## config.mk

```make
export PLATFORM = sky130hd
export DESIGN_NAME = param_stack
export DESIGN_NICKNAME = d
export VERILOG_FILES = /design/src/rtl/stack_pkg.sv /design/src/rtl/stack_regfile.sv /design/src/rtl/param_stack.sv
export SDC_FILE = /design/constraint.sdc
export NUM_CORES = 1
export LEC_CHECK = 0
export CAP_MARGIN = 20
export CELL_PAD_IN_SITES_DETAIL_PLACEMENT = 1
export CELL_PAD_IN_SITES_GLOBAL_PLACEMENT = 1
export CORE_MARGIN = 8
export CORE_UTILIZATION = 45
export CTS_BUF_LIST = sky130_fd_sc_hd__clkbuf_16
export DETAILED_ROUTE_END_ITERATION = 16
export PLACE_DENSITY = 0.73
export RECOVER_POWER = 25
export SLEW_MARGIN = 0
export SYNTH_ARGS = -nofsm -noshare
export SYNTH_HDL_FRONTEND = slang
export SYNTH_SLANG_ARGS = --single-unit
```

## constraint.sdc

```tcl
create_clock -name clk -period 3.7 [get_ports clk]
set_clock_uncertainty 0.2 [all_clocks]
set_input_delay 0.74 -clock clk [delete_from_list [all_inputs] [get_ports clk]]
set_output_delay 0.74 -clock clk [all_outputs]
set_load 0.01 [all_outputs]
```

## src/rtl/stack_pkg.sv

```systemverilog
// Shared types and helpers for the parametrised LIFO stack.
package stack_pkg;

  // Decoded operation for one clock edge, in priority order of evaluation.
  typedef enum logic [2:0] {
    OP_NONE    = 3'd0,
    OP_CLEAR   = 3'd1,
    OP_PUSH    = 3'd2,
    OP_POP     = 3'd3,
    OP_REPLACE = 3'd4,
    OP_OVF     = 3'd5,
    OP_UNF     = 3'd6
  } stack_op_t;

  // Bits needed to hold an entry count from 0 up to and including depth.
  function automatic int cnt_width(input int depth);
    return $clog2(depth + 1);
  endfunction

endpackage

```

## src/rtl/stack_regfile.sv

```systemverilog
// Stack storage: one synchronous write port, one asynchronous read port, no reset.
module stack_regfile
  import stack_pkg::*;
#(
  parameter int WIDTH = 8,
  parameter int DEPTH = 16,
  localparam int AW = (DEPTH > 1) ? $clog2(DEPTH) : 1
) (
  input  logic             clk,
  input  logic             we,
  input  logic [AW-1:0]    waddr,
  input  logic [WIDTH-1:0] wdata,
  input  logic [AW-1:0]    raddr,
  output logic [WIDTH-1:0] rdata
);

  logic [WIDTH-1:0] mem_r [DEPTH];

  // Write the addressed entry; contents are don't-care until written.
  always_ff @(posedge clk) begin
    if (we) begin
      mem_r[waddr] <= wdata;
    end
  end

  assign rdata = mem_r[raddr];

endmodule

```

## src/rtl/param_stack.sv

```systemverilog
// Parametrised LIFO stack: push, pop, replace, sync clear, status and sticky errors.
module param_stack
  import stack_pkg::*;
#(
  parameter int WIDTH    = 8,
  parameter int DEPTH    = 16,
  parameter int AF_LEVEL = 14,
  localparam int CW      = cnt_width(DEPTH)
) (
  input  logic             clk,
  input  logic             rst,
  input  logic             push,
  input  logic             pop,
  input  logic             clear,
  input  logic [WIDTH-1:0] din,
  input  logic             err_clr,
  output logic [WIDTH-1:0] top,
  output logic [CW-1:0]    count,
  output logic             empty,
  output logic             full,
  output logic             almost_full,
  output logic             done,
  output logic             err_overflow,
  output logic             err_underflow
);

  localparam int AW = (DEPTH > 1) ? $clog2(DEPTH) : 1;

  logic [CW-1:0]    sp_r;
  logic             done_r;
  logic             ovf_r;
  logic             unf_r;
  stack_op_t        op_s;
  logic             empty_s;
  logic             full_s;
  logic             we_s;
  logic [AW-1:0]    waddr_s;
  logic [AW-1:0]    raddr_s;
  logic [WIDTH-1:0] rdata_s;

  // Status is a pure function of the registered stack pointer.
  assign empty_s = (sp_r == {CW{1'b0}});
  assign full_s  = (sp_r == CW'(DEPTH));

  // Decode the request into exactly one operation; clear dominates everything.
  always_comb begin
    op_s = OP_NONE;
    if (clear) begin
      op_s = OP_CLEAR;
    end else if (push && pop) begin
      op_s = empty_s ? OP_PUSH : OP_REPLACE;
    end else if (push) begin
      op_s = full_s ? OP_OVF : OP_PUSH;
    end else if (pop) begin
      op_s = empty_s ? OP_UNF : OP_POP;
    end else begin
      op_s = OP_NONE;
    end
  end

  // Storage write: a push lands at sp, a replace overwrites the current top.
  always_comb begin
    we_s    = 1'b0;
    waddr_s = AW'(sp_r);
    case (op_s)
      OP_PUSH: begin
        we_s    = 1'b1;
        waddr_s = AW'(sp_r);
      end
      OP_REPLACE: begin
        we_s    = 1'b1;
        waddr_s = AW'(sp_r - CW'(1));
      end
      default: begin
        we_s    = 1'b0;
        waddr_s = AW'(sp_r);
      end
    endcase
  end

  // Read address stays in range when empty; the value is masked anyway.
  always_comb begin
    if (empty_s) begin
      raddr_s = {AW{1'b0}};
    end else begin
      raddr_s = AW'(sp_r - CW'(1));
    end
  end

  stack_regfile #(
    .WIDTH (WIDTH),
    .DEPTH (DEPTH)
  ) u_regfile (
    .clk   (clk),
    .we    (we_s),
    .waddr (waddr_s),
    .wdata (din),
    .raddr (raddr_s),
    .rdata (rdata_s)
  );

  // Stack pointer and accepted-op pulse; rejected ops leave sp untouched.
  always_ff @(posedge clk or posedge rst) begin
    if (rst) begin
      sp_r   <= {CW{1'b0}};
      done_r <= 1'b0;
    end else begin
      case (op_s)
        OP_CLEAR: begin
          sp_r   <= {CW{1'b0}};
          done_r <= 1'b1;
        end
        OP_PUSH: begin
          sp_r   <= sp_r + CW'(1);
          done_r <= 1'b1;
        end
        OP_POP: begin
          sp_r   <= sp_r - CW'(1);
          done_r <= 1'b1;
        end
        OP_REPLACE: begin
          done_r <= 1'b1;
        end
        default: begin
          done_r <= 1'b0;
        end
      endcase
    end
  end

  // Sticky error flags: a new error event wins over a simultaneous err_clr.
  always_ff @(posedge clk or posedge rst) begin
    if (rst) begin
      ovf_r <= 1'b0;
      unf_r <= 1'b0;
    end else begin
      if (op_s == OP_OVF) begin
        ovf_r <= 1'b1;
      end else if (err_clr) begin
        ovf_r <= 1'b0;
      end else begin
        ovf_r <= ovf_r;
      end
      if (op_s == OP_UNF) begin
        unf_r <= 1'b1;
      end else if (err_clr) begin
        unf_r <= 1'b0;
      end else begin
        unf_r <= unf_r;
      end
    end
  end

  assign top           = empty_s ? {WIDTH{1'b0}} : rdata_s;
  assign count         = sp_r;
  assign empty         = empty_s;
  assign full          = full_s;
  assign almost_full   = (sp_r >= CW'(AF_LEVEL));
  assign done          = done_r;
  assign err_overflow  = ovf_r;
  assign err_underflow = unf_r;

endmodule
```

### Word level (Yosys, flattened, before mapping)

Memories as Yosys holds them, arrays and structs flattened.
Cells that the tools add are included.

* input port bits: 14
* memory bits (writable): 128
* ROM bits: 0
* output and inout bits: 19
* logic and storage cells: 40
* memories kept: 1
* register bits: 8
* latch bits: 0

* bitwise logic cells: 0
* $mul: 0
* divide/modulo/power cells: 0
* multiplexer cells: 18
* order comparisons: 1
* reductions and logical operators: 7
* shifts and indexed selects: 0
* eq/ne operators: 7
* $add $sub $neg: 2

Memories
* u_regfile.mem_r: words 16, bits a word 8, read ports 1, clocked after memory_dff 0, wr ports 1, line stack_regfile.sv:17 `logic [WIDTH-1:0] mem_r [DEPTH];`

Operator list (number)
* $mux W3: 7
* $pmux W5 S3: 1
* $eq A3 B3 Y1 const B: 3
* $mux W4: 2
* $mux W8: 1
* $mux W1: 7
* $eq A3 B2 Y1 const B: 2
* $add A5 B1 Y5 const B: 1
* $eq A5 B5 Y1 const B: 1
* $ge A5 B4 Y1 const B: 1
* $logic_not A5 Y1: 1
* $sub A5 B1 Y5 const B: 1
* $reduce_bool A2 Y1: 2
* $reduce_or A4 Y1: 1
* $eq A3 B1 Y1 const B: 1
* $reduce_bool A3 Y1: 1
* $reduce_or A2 Y1: 1
* $logic_and A1 B1 Y1: 1

### Depth between registers and ports, before layout

* word-level depth: 11
* depth in mapped cells: 11
* mapped depth without buffers: 8

### Cells and area by module

A second synthesis with hierarchy kept.

* cells, all modules: 314
* area total of the unflattened synthesis: 5758.0 µm²

By module, submodules not included
* stack_regfile: area an instance 4987.3 µm², sequential area each 3843.7 µm², cells each 221, times used 1
* param_stack: area an instance 770.7 µm², sequential area each 200.2 µm², cells each 93, times used 1

### Least setup slack after synthesis

No wires, ideal clock.

* kind: flip-flop to output port
* from: register sp_r[0] (netlist: count[0])
* to: output port top[5]
* setup slack: -0.219 ns
* path buffers: 4
* stages on the path, launching flop included: 12
* data required time: 2.760 ns
* arrival: 2.979 ns
* cells stage by stage: dfrtp_1 clkinv_1 clkbuf_1 ha_1 buf_2 clkbuf_1 buf_2 mux2i_1 nor2_1 a221oi_1 o22ai_1 or4_1

* longest elaborated chain between the ends: 4
* elaborated cells on any way between the ends: 5
* those cells by class: 1 x add/sub; 2 x mux; 1 x reduce/logical; 1 x memory

Ends and longest elaborated chain
* start, declared: line param_stack.sv:29 `logic [CW-1:0] sp_r;`
* start signal, assigned: line param_stack.sv:105 `sp_r <= {CW{1'b0}};`
* start signal, assigned: line param_stack.sv:110 `sp_r <= {CW{1'b0}};`
* start signal, assigned: line param_stack.sv:114 `sp_r <= sp_r + CW'(1);`
* $sub A5 B1 Y5 / $logic_not A5 Y1 (equally long branches)
* $mux W4: line param_stack.sv:83 `if (empty_s) begin`
* $mem_v2 Z16 W8
* $mux W8 (*): line param_stack.sv:154 `assign top = empty_s ? {WIDTH{1'b0}} : rdata_s;`
* end, declared: line param_stack.sv:17 `output logic [WIDTH-1:0] top,`

Mark *: on every way between the ends. The rest lies on a longest branch, timed or not.

### Worst setup path in the final report

* from: register sp_r[1] (netlist: count[1])
* to: output port top[3]

The elaborated chain is that of the path after synthesis.

==> impl_metrics.csv <==
group,metric,value,unit
pwr,p_leak,0.00312,uW
hold_path,hold_path.class,"reg -> reg",
detailed_routing,vias,5422,
detailed_routing,drc_errors,0,
detailed_routing,wl_per_cell,28.8,um
pwr,p_per_area,1010,nW/um2
pwr,irDropWorstVdd,493,uV
synth,syn_nets,546,
die,ios,33,
detailed_routing,vias_per_cell,6.74,
synth,synthesis.area,6690,um2
timing,layout_setup_ws,-0.298,ns
clock_network,clock-root-buffer,"clkbuf_16",
timing,layout_min_cycle_time,4.00,ns
pwr,power_frac_seq,21.1,%
pwr,switching_share,42.5,%
timing,grt_setup_unrepaired,"yes",
synth,synth_commonest_cells,"edfxtp_1, nor2_1, mux2i_1",
critical_path,cp-end-kind,"output port",
timing,slew_violations,0,
status,status,"finished with violations",
final_layout,fin_nets,625,
pwr,p_clk_share,19.5,%
global_route,grt_pass1_vias,5638,
die,initial_core_util,46.0,%
global_route,grt_pass1_wl,33100,um
global_route,antenna_found_initial,0,
synth,synth_warnings,0,
pwr,switching_power,3740,uW
synth,synthArstFlopShare,5.88,%
synth,synth.area.top_cells,"edfxtp_1, mux2i_1, a221oi_1",
place,dp_hpwl,13500,um
critical_path,cp.arrival,3.06,ns
place,gp_routability_congestion,0.856,
synth,synth_top_area_share,57.5,%
global_route,grt_max_degree,33,
clock_network,cts_max_level,4,
die,fp.dieArea,19000,um2
timing,tightest_slew,0.789,ns
pwr,finalPower,8790,uW
synth,ys.flop_type,"edfxtp_1",
timing,setup_viol,8,
final_layout,seqCellArea,4040,um2
synth,syn_inst,528,
synth,yosys.area.top_type,"edfxtp_1",
final_layout,diodes,0,
critical_path,cp_max_fo,14,
timing,fin_crit_sh,108,%
global_route,globalRouteTotalUtil,23.4,%
timing,whs,0.329,ns
die,die_x,138,um
die,core_area,14500,um2
die,num_rows,44,
clock_network,cts_buffers,17,
detailed_routing,wl,23200,um
synth,synth_most_common_cell,"edfxtp_1",
detailed_routing,drt-initial-drc-count,529,
synth,ys_ff_latch,136,
synth,ys_seq_area_share,60.5,%
critical_path,crit_path_start_kind,"register",
clock_network,hold_buffers,0,
die,dieHeight,138,um
pwr,combPwrFrac,59.4,%
final_layout,syn_to_final_growth,30.8,%
final_layout,multi_input_area,2870,um2
synth,synth_edf_count,128,
clock_network,cts_max_path_buffers,2,
clock_network,clock_latency,0.43,ns
detailed_routing,drtAntennaViolNets,0,
clock_network,cts_tree,"built",
final_layout,nFillCells,1399,
timing,slew_headroom,47.2,%
critical_path,required,2.76,ns
clock_network,clock-sinks,136,
flow_run,cap_violations,0,
place,place_ws,-0.257,ns
final_layout,final_util,60.2,%
timing,fmaxAchievable,250,MHz
global_route,grt-ovfl-total,0,
pwr,internal-power,5060,uW
timing,finalHoldViolCount,0,
place,io_buffers,32,
timing,setup_tns,-2.12,ns
synth,syn_avg_cell_area,12.7,um2
critical_path,path_class,"reg -> out",
status,failed_checks,"setup timing",
clock_network,cts.clk_slew.worst_paths,0.07,ns
synth,synth_cell_types,59,
final_layout,drive_above_1_share,28.9,%
detailed_routing,drtPass1Iterations,5,
## cell families after synthesis
| group | share of synthesized area [%] |
|---|---|
| fa+ha+maj | 0.748 |
| simple gates | 10.6 |
| flops | 60.5 |
| buf+inv | 3.70 |
| xor+xnor | 0.262 |
| compound gates | 17.0 |
| mux | 7.26 |
## final cells by class
type / instances / area share, %
Multi-Input combinational cell: 343 / 32.8
Sequential cell: 136 / 46.2
Inverter: 12 / 0.529
Clock buffer: 17 / 4.86
Timing Repair Buffer: 97 / 11.2
Tap cell: 184 / 2.63
Clock inverter: 15 / 1.80
## power groups by stage
stage          sequential, uW  combinational [uW]  clock (uW)
2_1_floorplan            1870                2380           0
3_3_place_gp             1860                4030           0
3_5_place_dp             1870                4170           0
4_1_cts                  1840                4600        1710
5_1_grt                  1860                5430        1790
6_report                 1850                5220        1720
## metal layers
layer	routed length, um	vias to the layer above	track usage, %
li1	-	2281	-
met1	9490	2816	30.0
met2	11500	287	38.1
met3	1690	38	5.14
met4	489	0	8.90
met5	0	-	0
## layout by cell type (no fill, tap or decap), types with 4 or more instances in the layout
cell type	n
edfxtp_1	128
nor2_1	70
buf_4	49
mux2i_1	43
a221oi_2	25
clkdlybuf4s50_1	19
o22ai_1	18
clkbuf_16	18
o21ai_0	17
a211oi_1	14
a221oi_4	13
nor3_1	12
buf_12	12
nand2_1	10
a22oi_1	10
inv_1	9
nand3_1	8
dfrtp_1	8
nor2b_1	7
a221oi_1	7
a21oi_1	7
a31oi_1	6
inv_8	6
buf_2	6
dlygate4sd3_1	5
or4_4	4
o22ai_2	4
or4_1	4
mux2_2	4
a222oi_1	4
buf_6	4
## state kept, by name, indices dropped and copies added (netlist names)
name and flops:
u_regfile.mem_r 128, count 5, done 1, err_overflow 1
err_underflow 1
## final timing paths
check | from | endpoint | slack, ns | cells after the start
worst max-delay path | count[1] | top[3] | -0.30 | 12
worst min-delay path | err_underflow | err_underflow | 0.33 | 2
worst max register to register | count[1] | u_regfile.mem_r[0][5] | 0.81 | 10
worst min register to register | err_underflow | err_underflow | 0.33 | 2
max in group asynchronous | rst | count[3] | 2.52 | 2
min in group asynchronous | rst | count[4] | 0.51 | 2
## repair_timing
action | 4_1_cts | 5_1_grt
cloned | 2 | 2
endpoints found under the setup margin | 8 | 8
gates resized for setup | 77 | 31
setup buffers | 5 | 0
pin swaps | 27 | 16
## worst max-delay path, cell delays in order (launching register included)
cell and delay, ns:
dfrtp_1 0.39, inv_2 0.09, ha_4 0.15, or3b_4 0.42, buf_4 0.17, buf_4 0.14, a21oi_4 0.15, buf_12 0.17
buf_4 0.13, a211oi_1 0.04, a211oi_1 0.44, or4_1 0.20, buf_2 0.13
## metrics by stage
stage / std cells / cell area, um2
global placement: 764 / 7640
finish: 804 / 8750
global route: 804 / 8750
detailed placement: 764 / 7640
CTS: 802 / 8490
floorplan: 528 / 6700
(Power assumes the default switching activity.)
==> variant: new RTL, config.mk and constraints unchanged <==
`DEPTH` is set to 16 in 2 places; all go to 8.
--- a/src/rtl/stack_regfile.sv
+++ b/src/rtl/stack_regfile.sv
@@ -3,7 +3,7 @@
   import stack_pkg::*;
 #(
   parameter int WIDTH = 8,
-  parameter int DEPTH = 16,
+  parameter int DEPTH = 8,
   localparam int AW = (DEPTH > 1) ? $clog2(DEPTH) : 1
 ) (
   input  logic             clk,
--- a/src/rtl/param_stack.sv
+++ b/src/rtl/param_stack.sv
@@ -3,7 +3,7 @@
   import stack_pkg::*;
 #(
   parameter int WIDTH    = 8,
-  parameter int DEPTH    = 16,
+  parameter int DEPTH    = 8,
   parameter int AF_LEVEL = 14,
   localparam int CW      = cnt_width(DEPTH)
 ) (
Ports: changed (resized count); port bits go from 33 to 32. No check against the original RTL was run, so the function may have changed too.
==> variant against the unedited design <==
- total power shrank 68%
- final cell count fell by 59%
- critical endpoint is now top[1]
- sequential cell count down 65
- cell area is 56% lower
- setup slack better by 0.37 ns
- clock power shrank 56%
- first-iteration DRC count shrank 87%
- maximum frequency is 10% higher
- critical path type unchanged
- core utilization shrank 2.8 points
- routed wire length shrank 68%
- synthesized area decreased by 54%
- non-clock buffer count shrank 49
==> variant: results (changes against the unedited design) <==
[drt]
drt_iter0_drc = 67  ; -87%
finalWirelength_mm = 7.31  ; -68%
dr.pass1.iters = 4  ; -1
num_vias = 1920  ; -65%

[logic_synthesis]
synth_top_flop_cell = edfxtp_1
yosysWarnings = 0  ; unchanged
synth_cells = 191  ; -64%
muxShareOfSynthArea = 0.124  ; +0.0517
synth_edf_count = 64  ; -50%
synth_area_leaders = edfxtp_1, mux4_2, dfrtp_1
synth_common_cells = edfxtp_1, nor2_1, mux2_2, mux2i_1
syn_nets = 208  ; -62%
synthAdderAreaFrac = 0.0122  ; +0.00471
ys_types = 47  ; -20%
synth_seq_area_share = 0.681  ; +0.0763
synth_compound_area_frac = 0.0760  ; -0.0939
synthXorXnorAreaFrac = 0  ; -0.00262
postSynth.asyncResetShare = 0.0986  ; +0.0398

[power_and_ir_drop]
leakagePower_nw = 1.40  ; -55%
switchingPower_w = 0.000930  ; -75%
ir_drop_v = 0.000331  ; -33%

[placed_design]
gp_congestion = 0.875  ; +2.1%
place.port_buffers = 31  ; -3.1%
dp_hpwl_mm = 4.98  ; -63%
dp_cells = 309  ; -60%
placedInstanceArea_um2 = 3570  ; -53%

[clock_network]
h-tree-depth = 3  ; -1
clockBufferDepth = 2  ; unchanged
worstSkewPairLatency_ns = 0.33  ; -0.10 ns
clock-root-buffer = clkbuf_16
clk_pin_slew_ns = 0.06
cts_buffers = 9  ; -8

[setup_path]
cp_max_fo = 8  ; -6
cp-startpoint = count[1]
crit_arrival_ns = 2.69  ; -0.37 ns

[run_status]
status = finished, final reports clean

[worst_hold_path]
hp-class = flip-flop to flip-flop
holdCritStartpoint = err_overflow

[grt]
antenna_found_initial = 0  ; unchanged
grt_pass1_wl_mm = 11.5  ; -65%
grt_pass1_vias = 2070  ; -63%
grtUsageTotal = 0.156  ; -0.0778
use_met2 = 0.265  ; -0.115
grt_start_max_net_pins = 28  ; -15%
grtUsageMet3 = 0.0430  ; -0.00846
met1_usage = 0.179  ; -0.122

[finish]
regMostFlops = u_regfile.mem_r
stdcell_count = 326  ; -59%
drive_gt1_frac = 0.228  ; -0.0611
nets = 258  ; -59%
largest_reg_flops = 64  ; -50%

[floorplan]
rows = 30  ; -32%

[timing]
max_slew.worst_pin.slew_ns = 0.790  ; +0.000787 ns

variant: changes by cell type after synthesis, sizes merged, moves of 18 or more:
| cell | unedited run | this run |
|---|---|---|
| edfxtp | 128 | 64 |
| nor2 | 70 | 18 |
| a221oi | 45 | 1 |
| mux2i | 44 | 9 |
| o22ai | 22 | 1 |
| o21ai | 18 | 0 |
variant: power groups by stage:
stage	combinational, W	sequential [W]	clock (W)
3_3_place_gp	0.00106	0.000993	0
4_1_cts	0.00110	0.000983	0.000775
5_1_grt	0.00117	0.000989	0.000799
2_1_floorplan	0.000618	0.00100	0
3_5_place_dp	0.00109	0.000999	0
6_report	0.00109	0.000983	0.000763
variant: per-stage QoR:
step	hold WS, ns	setup slack, ns
2_1_floorplan	0.316	0.239
3_3_place_gp	0.285	0.237
3_5_place_dp	0.305	0.164
4_1_cts	0.317	0.0481
5_1_grt	0.345	0.00520
6_report	0.304	0.0705
variant: worst paths after layout:
check	to	slack, ns	depth (start not counted)
min	err_overflow	0.30	2
max	top[1]	0.07	9
min reg2reg	err_overflow	0.30	2
min in group asynchronous	done	0.59	2
max in group asynchronous	count[2]	2.48	2
max reg2reg	u_regfile.mem_r[1][4]	0.98	7
variant: kinds of logic after synthesis:
family / after synthesis
multiplexers: 27
AND/OR/NAND/NOR: 45
adder cells (fa/ha/maj): 3
AO/OA/AOI/OAI: 29
flip-flops: 71
buffers and inverters: 16
variant: what timing repair did:
item                                    in CTS  in global routing
pin swaps                                    1                  0
endpoints found under the hold margin        0                  0
endpoints found under the setup margin       8                  8
resized for setup                           10                  2
buffers inserted                             1                  0
variant: critical path: stages (launching register included):
cell	delay [ns]
dfrtp_1	0.37
inv_1	0.11
ha_4	0.18
or3b_4	0.44
inv_4	0.11
nor2_4	0.05
buf_12	0.13
mux4_2	0.28
a221o_1	0.38
dlygate4sd2_1	0.30
variant: final cells by class:
cell class	count	area, um2
inverters	7	28.8
well taps	80	100
fillers	633	2860
repair buffers	48	440
multi-input cells	104	926
flip-flops and latches	71	2100
clock buffers	9	225
clock inverters	7	41.3
variant: routing by layer:
metal,wire (um),up-vias
met2,3660,61
met1,3060,981
li1,-,865
met4,171,0
met3,416,13
met5,0,-
